===== config.mk =====
export PLATFORM = sky130hd
export DESIGN_NAME = fu_alu_ctrl
export DESIGN_NICKNAME = d
export VERILOG_FILES = /design/src/rtl/fu_alu_ctrl.sv
export SDC_FILE = /design/constraint.sdc
export NUM_CORES = 1
export LEC_CHECK = 0
export CORE_ASPECT_RATIO = 0.6
export CORE_MARGIN = 2
export CORE_UTILIZATION = 35
export CTS_BUF_LIST = sky130_fd_sc_hd__clkbuf_4 sky130_fd_sc_hd__clkbuf_8 sky130_fd_sc_hd__clkbuf_16
export DETAILED_ROUTE_END_ITERATION = 16
export PLACE_DENSITY = 0.8
export SLEW_MARGIN = 5
export SYNTH_ARGS = -nofsm -noshare
export SYNTH_HDL_FRONTEND = slang
export SYNTH_SLANG_ARGS = --single-unit

===== constraint.sdc =====
create_clock -name CLK -period 1.9 [get_ports CLK]
set_input_delay 0.19 -clock CLK [delete_from_list [all_inputs] [get_ports CLK]]
set_output_delay 0.19 -clock CLK [all_outputs]
set_load 0.005 [all_outputs]

===== src/rtl/fu_alu_ctrl.sv =====
// fu_alu_ctrl: ALU issue/writeback controller with a two-stage E/W pipeline.
//
// Ports:
//   CLK, nRST                      clock, asynchronous active-low reset
//   issue_valid / issue_ready      dispatch handshake
//   issue_aluop, issue_a, issue_b  micro-op fields from dispatch
//   issue_imm, issue_imm_sel       immediate operand and its select for B
//   issue_tag                      destination tag carried down the pipe
//   flush                          synchronous squash of every in-flight op
//   aluop, port_a, port_b          ALU operands, driven straight from E
//   port_output, negative,
//   overflow, zero                 ALU result and flags, captured into W
//   wb_valid / wb_ready            writeback handshake
//   wb_result, wb_flags, wb_tag    writeback payload, flags = {N, V, Z}
//   busy                           E or W holds a valid op
//   ops_retired                    wrapping count of writeback handshakes
module fu_alu_ctrl #(
    parameter int TAG_W = 6,
    parameter int CNT_W = 16
) (
    input  logic             CLK,
    input  logic             nRST,
    input  logic             issue_valid,
    output logic             issue_ready,
    input  logic [3:0]       issue_aluop,
    input  logic [31:0]      issue_a,
    input  logic [31:0]      issue_b,
    input  logic [31:0]      issue_imm,
    input  logic             issue_imm_sel,
    input  logic [TAG_W-1:0] issue_tag,
    input  logic             flush,
    output logic [3:0]       aluop,
    output logic [31:0]      port_a,
    output logic [31:0]      port_b,
    input  logic [31:0]      port_output,
    input  logic             negative,
    input  logic             overflow,
    input  logic             zero,
    output logic             wb_valid,
    input  logic             wb_ready,
    output logic [31:0]      wb_result,
    output logic [2:0]       wb_flags,
    output logic [TAG_W-1:0] wb_tag,
    output logic             busy,
    output logic [CNT_W-1:0] ops_retired
);

    logic             e_valid;
    logic             w_valid;
    logic [TAG_W-1:0] e_tag;
    logic             w_adv;
    logic             e_adv;
    logic             fire;

    // E only ever moves into W, so both stages advance together; a stalled W
    // freezes the whole pipe while an empty or draining W lets it flow.
    assign w_adv       = !w_valid || wb_ready;
    assign e_adv       = w_adv;
    assign issue_ready = !e_valid || e_adv;
    assign fire        = issue_valid && issue_ready && !flush;
    assign wb_valid    = w_valid;
    assign busy        = e_valid || w_valid;

    always_ff @(posedge CLK or negedge nRST) begin
        if (!nRST) begin
            e_valid     <= 1'b0;
            w_valid     <= 1'b0;
            e_tag       <= '0;
            aluop       <= '0;
            port_a      <= '0;
            port_b      <= '0;
            wb_result   <= '0;
            wb_flags    <= '0;
            wb_tag      <= '0;
            ops_retired <= '0;
        end else begin
            e_valid <= flush ? 1'b0 : fire ? 1'b1 : e_adv ? 1'b0 : e_valid;
            w_valid <= flush ? 1'b0 : w_adv ? e_valid : w_valid;
            if (fire) begin
                aluop  <= issue_aluop;
                port_a <= issue_a;
                port_b <= issue_imm_sel ? issue_imm : issue_b;
                e_tag  <= issue_tag;
            end
            // Payload may load stale data during a flush; only w_valid matters.
            if (w_adv) begin
                wb_result <= port_output;
                wb_flags  <= {negative, overflow, zero};
                wb_tag    <= e_tag;
            end
            // A handshake in a flush cycle has already completed, so it counts.
            if (w_valid && wb_ready)
                ops_retired <= ops_retired + 1'b1;
        end
    end

endmodule


==> results.json <==
{
  "run_status": "completed",
  "nNetsFinal": 867,
  "grt_max_degree": 44,
  "grt_antenna_before_repair": 0,
  "number_of_synthesis_warnings": 0,
  "clkTransAtPathRegs_ns": 0.06,
  "synth_seq_cells": 133,
  "cts_made_buffers": 17,
  "synth_cells": 436,
  "slew_violations": 0,
  "mostFrequentLayoutCell": "clkdlybuf4s50_1",
  "route.detailed.wl_per_inst_um": 15.6,
  "leakage_dissipation_nw": 4.27,
  "worst_clock_skew_ns": 0.0107,
  "cts.path.max_buffers": 2,
  "worst_slew_pin_slew_ns": 0.461,
  "cell_area_after_synthesis_um2": 5760,
  "drt_first_pass_iters": 4,
  "critical_path.max_fanout": 7,
  "required_arrival_time_at_the_worst_endpoint_ns": 1.71,
  "critical_path.reg2reg.startpoint": "wb_valid",
  "htreeDepth": 4,
  "layout-drive-gt1-share_pct": 21.1,
  "critPathLaunchType": "flip-flop",
  "die_h_um": 103,
  "crit_start": "wb_valid",
  "cpMaxStageDelayCell": "clkdlybuf4s50_1",
  "final_period_minus_worst_setup_slack_ns": 1.79,
  "die-width_um": 170,
  "syn_to_final_growth_pct": 63.8,
  "type_of_destination_of_the_critical_path": "output pin",
  "first_global_vias": 4438,
  "cts_tree": "built",
  "total_count_of_hold_check_failures_in_the_final_report": 0,
  "detail_route.vias_per_cell": 4.50,
  "critPathMaxStageDelay_ns": 0.53,
  "post-route-period-util_pct": 94.1,
  "drcViolationCount": 0,
  "numClockSinks": 133,
  "fin_cells": 940,
  "coreArea_um2": 16200,
  "placed_cells": 908,
  "syn-num-nets": 584,
  "postCtsSetupBuffers": 0,
  "synth_area_per_cell_um2": 13.2,
  "num_antenna_cells": 0,
  "sum_of_net_half_perimeters_after_detailed_placement_um": 11000,
  "timing.critical_path.cells": "nor2b_4, nand2_4, clkdlybuf4s50_1",
  "critical_path_arrival_ns": 1.60,
  "ios": 275,
  "port_buffers": 274,
  "power.ir.vdd_worst_mv": 0.520,
  "initial_drt_markers": 165,
  "yosysTopAreaCellShare_pct": 57.8,
  "final-setup-viol-count": 0,
  "post_synth_num_cell_types": 25,
  "max_freq_mhz": 559,
  "gr-usage-all-layers_pct": 17.0,
  "synth_seq_area_share_pct": 57.8,
  "post-synth-top-area-cell": "dfrtp_1",
  "final.setup.tns_ns": 0,
  "min-delay-path-class": "primary input to async pin",
  "remaining_number_of_nets_flagged_by_the_antenna_check_after_routing": 0,
  "gp_routability_congestion": 0.775,
  "timing.slew.headroom_pct": 69.3,
  "grt_remaining_overflow": 0,
  "final_cell_mix": "clkdlybuf4s50_1 (273), dfrtp_1 (133), nand2_1 (127)",
  "fillCellCount": 1333,
  "num_rows": 36,
  "total_power_w": 0.00922,
  "rsz0062_at_grt": "false",
  "cts_hold_buffers": 1,
  "ys_top_cells_by_area": "dfrtp_1 (58%), mux2_4 (16%), mux2_2 (9.2%)",
  "setup.reg_to_reg.worst_slack_ns": 0.30,
  "die_area_um2": 17500,
  "max-cap-violations": 0,
  "vias": 4234,
  "clock_latency_ns": 0.40,
  "wirelength_um": 14700,
  "ctsResizeCount": 0,
  "starting_density_pct": 35.6,
  "cts-root-buf": "clkbuf_16",
  "grt_first_pass_wirelength_um": 23300,
  "cellPowerDensity_nw_per_um2": 978,
  "timing_worst_setup_path_type": "flip-flop to output pin"
}
## cells in the mapped netlist
library cell / number
buf_12: 6
ha_1: 1
xnor2_1: 14
nor2b_1: 1
and4_1: 1
xor2_1: 1
nand3b_4: 1
nand2_1: 127
mux2_4: 60
buf_4: 1
inv_1: 2
nor2_1: 8
nand4_1: 3
nor3_1: 1
dfrtp_1: 133
buf_6: 1
clkbuf_1: 13
buf_8: 1
mux2_2: 47
or2_2: 1
nand2b_1: 1
nand3_1: 9
nand2_4: 1
and3_1: 1
a21oi_1: 1
## layer usage
layer  up-vias  share of wire, %  track usage, %
met5         -                 0               0
met4         0              0.99            5.79
met3        10               7.3            5.63
met2       154                46            26.9
met1      2064                46            22.4
li1       2006                 -               -
## power breakdown
| part | total (W) | switching [W] | internal, W |
|---|---|---|---|
| logic | 0.00190 | 0.000549 | 0.00136 |
| clock network | 0.00384 | 0.00121 | 0.00263 |
| registers | 0.00348 | 0.000255 | 0.00322 |
## critical path: cells and delay by family, from the launching register on
kind / cells / cell delay (ns)
flops: 1 / 0.43
buf+inv: 1 / 0.53
simple gates: 2 / 0.24
## layout make-up
type                    instances  area [um^2]  area share, %
well taps                     209          262           2.77
clock inverters                12          253           2.68
flip-flops and latches        133         3330           35.3
clock buffers                  19          440           4.67
inverters                       2         7.51         0.0796
repair buffers                286         2910           30.9
multi-input cells             279         2230           23.6
## kinds of logic (layout without fill, tap and decap cells)
group                      Yosys count  in the layout  share of synthesized area [%]
adders and majority gates            1              1                          0.217
xor gates and xnor gates            15             15                           2.28
and+or+nand+nor                    155            155                           11.1
muxes                              107            107                           24.8
AOI/OAI and AO/OA                    1              1                         0.0868
buffers and inverters               24            319                           3.65
DFF                                133            133                           57.8
## registers in the layout (all words and copies together), names as in the netlist
register	cells
wb_tag	6
ops_retired	16
e_valid	1
port_b	32
wb_result	32
wb_flags	3
wb_valid	1
port_a	32
aluop	4
e_tag	6
## stage by stage
stage | cell area [um^2] | hold WS (ns) | utilization (%) | worst slack [ns]
after floorplan | 5760 | -0.106 | - | 0.316
after global placement | 8730 | 0.110 | 54.0 | 0.0561
after detailed placement | 8730 | 0.112 | 54.0 | 0.0354
after CTS | 9430 | 0.242 | 58.3 | 0.0763
after global routing | 9430 | 0.279 | 58.3 | 0.0455
final | 9430 | 0.249 | 58.3 | 0.112
## path summary, 6_finish.rpt
check                           endpoint  cells past startpoint
max                          issue_ready                      3
min                           port_b[23]                      2
max reg2reg                   port_a[13]                      5
min reg2reg                wb_result[17]                      2
max in group asynchronous  wb_result[13]                      3
min in group CLK           wb_result[30]                      3
(Power assumes the default switching activity.)
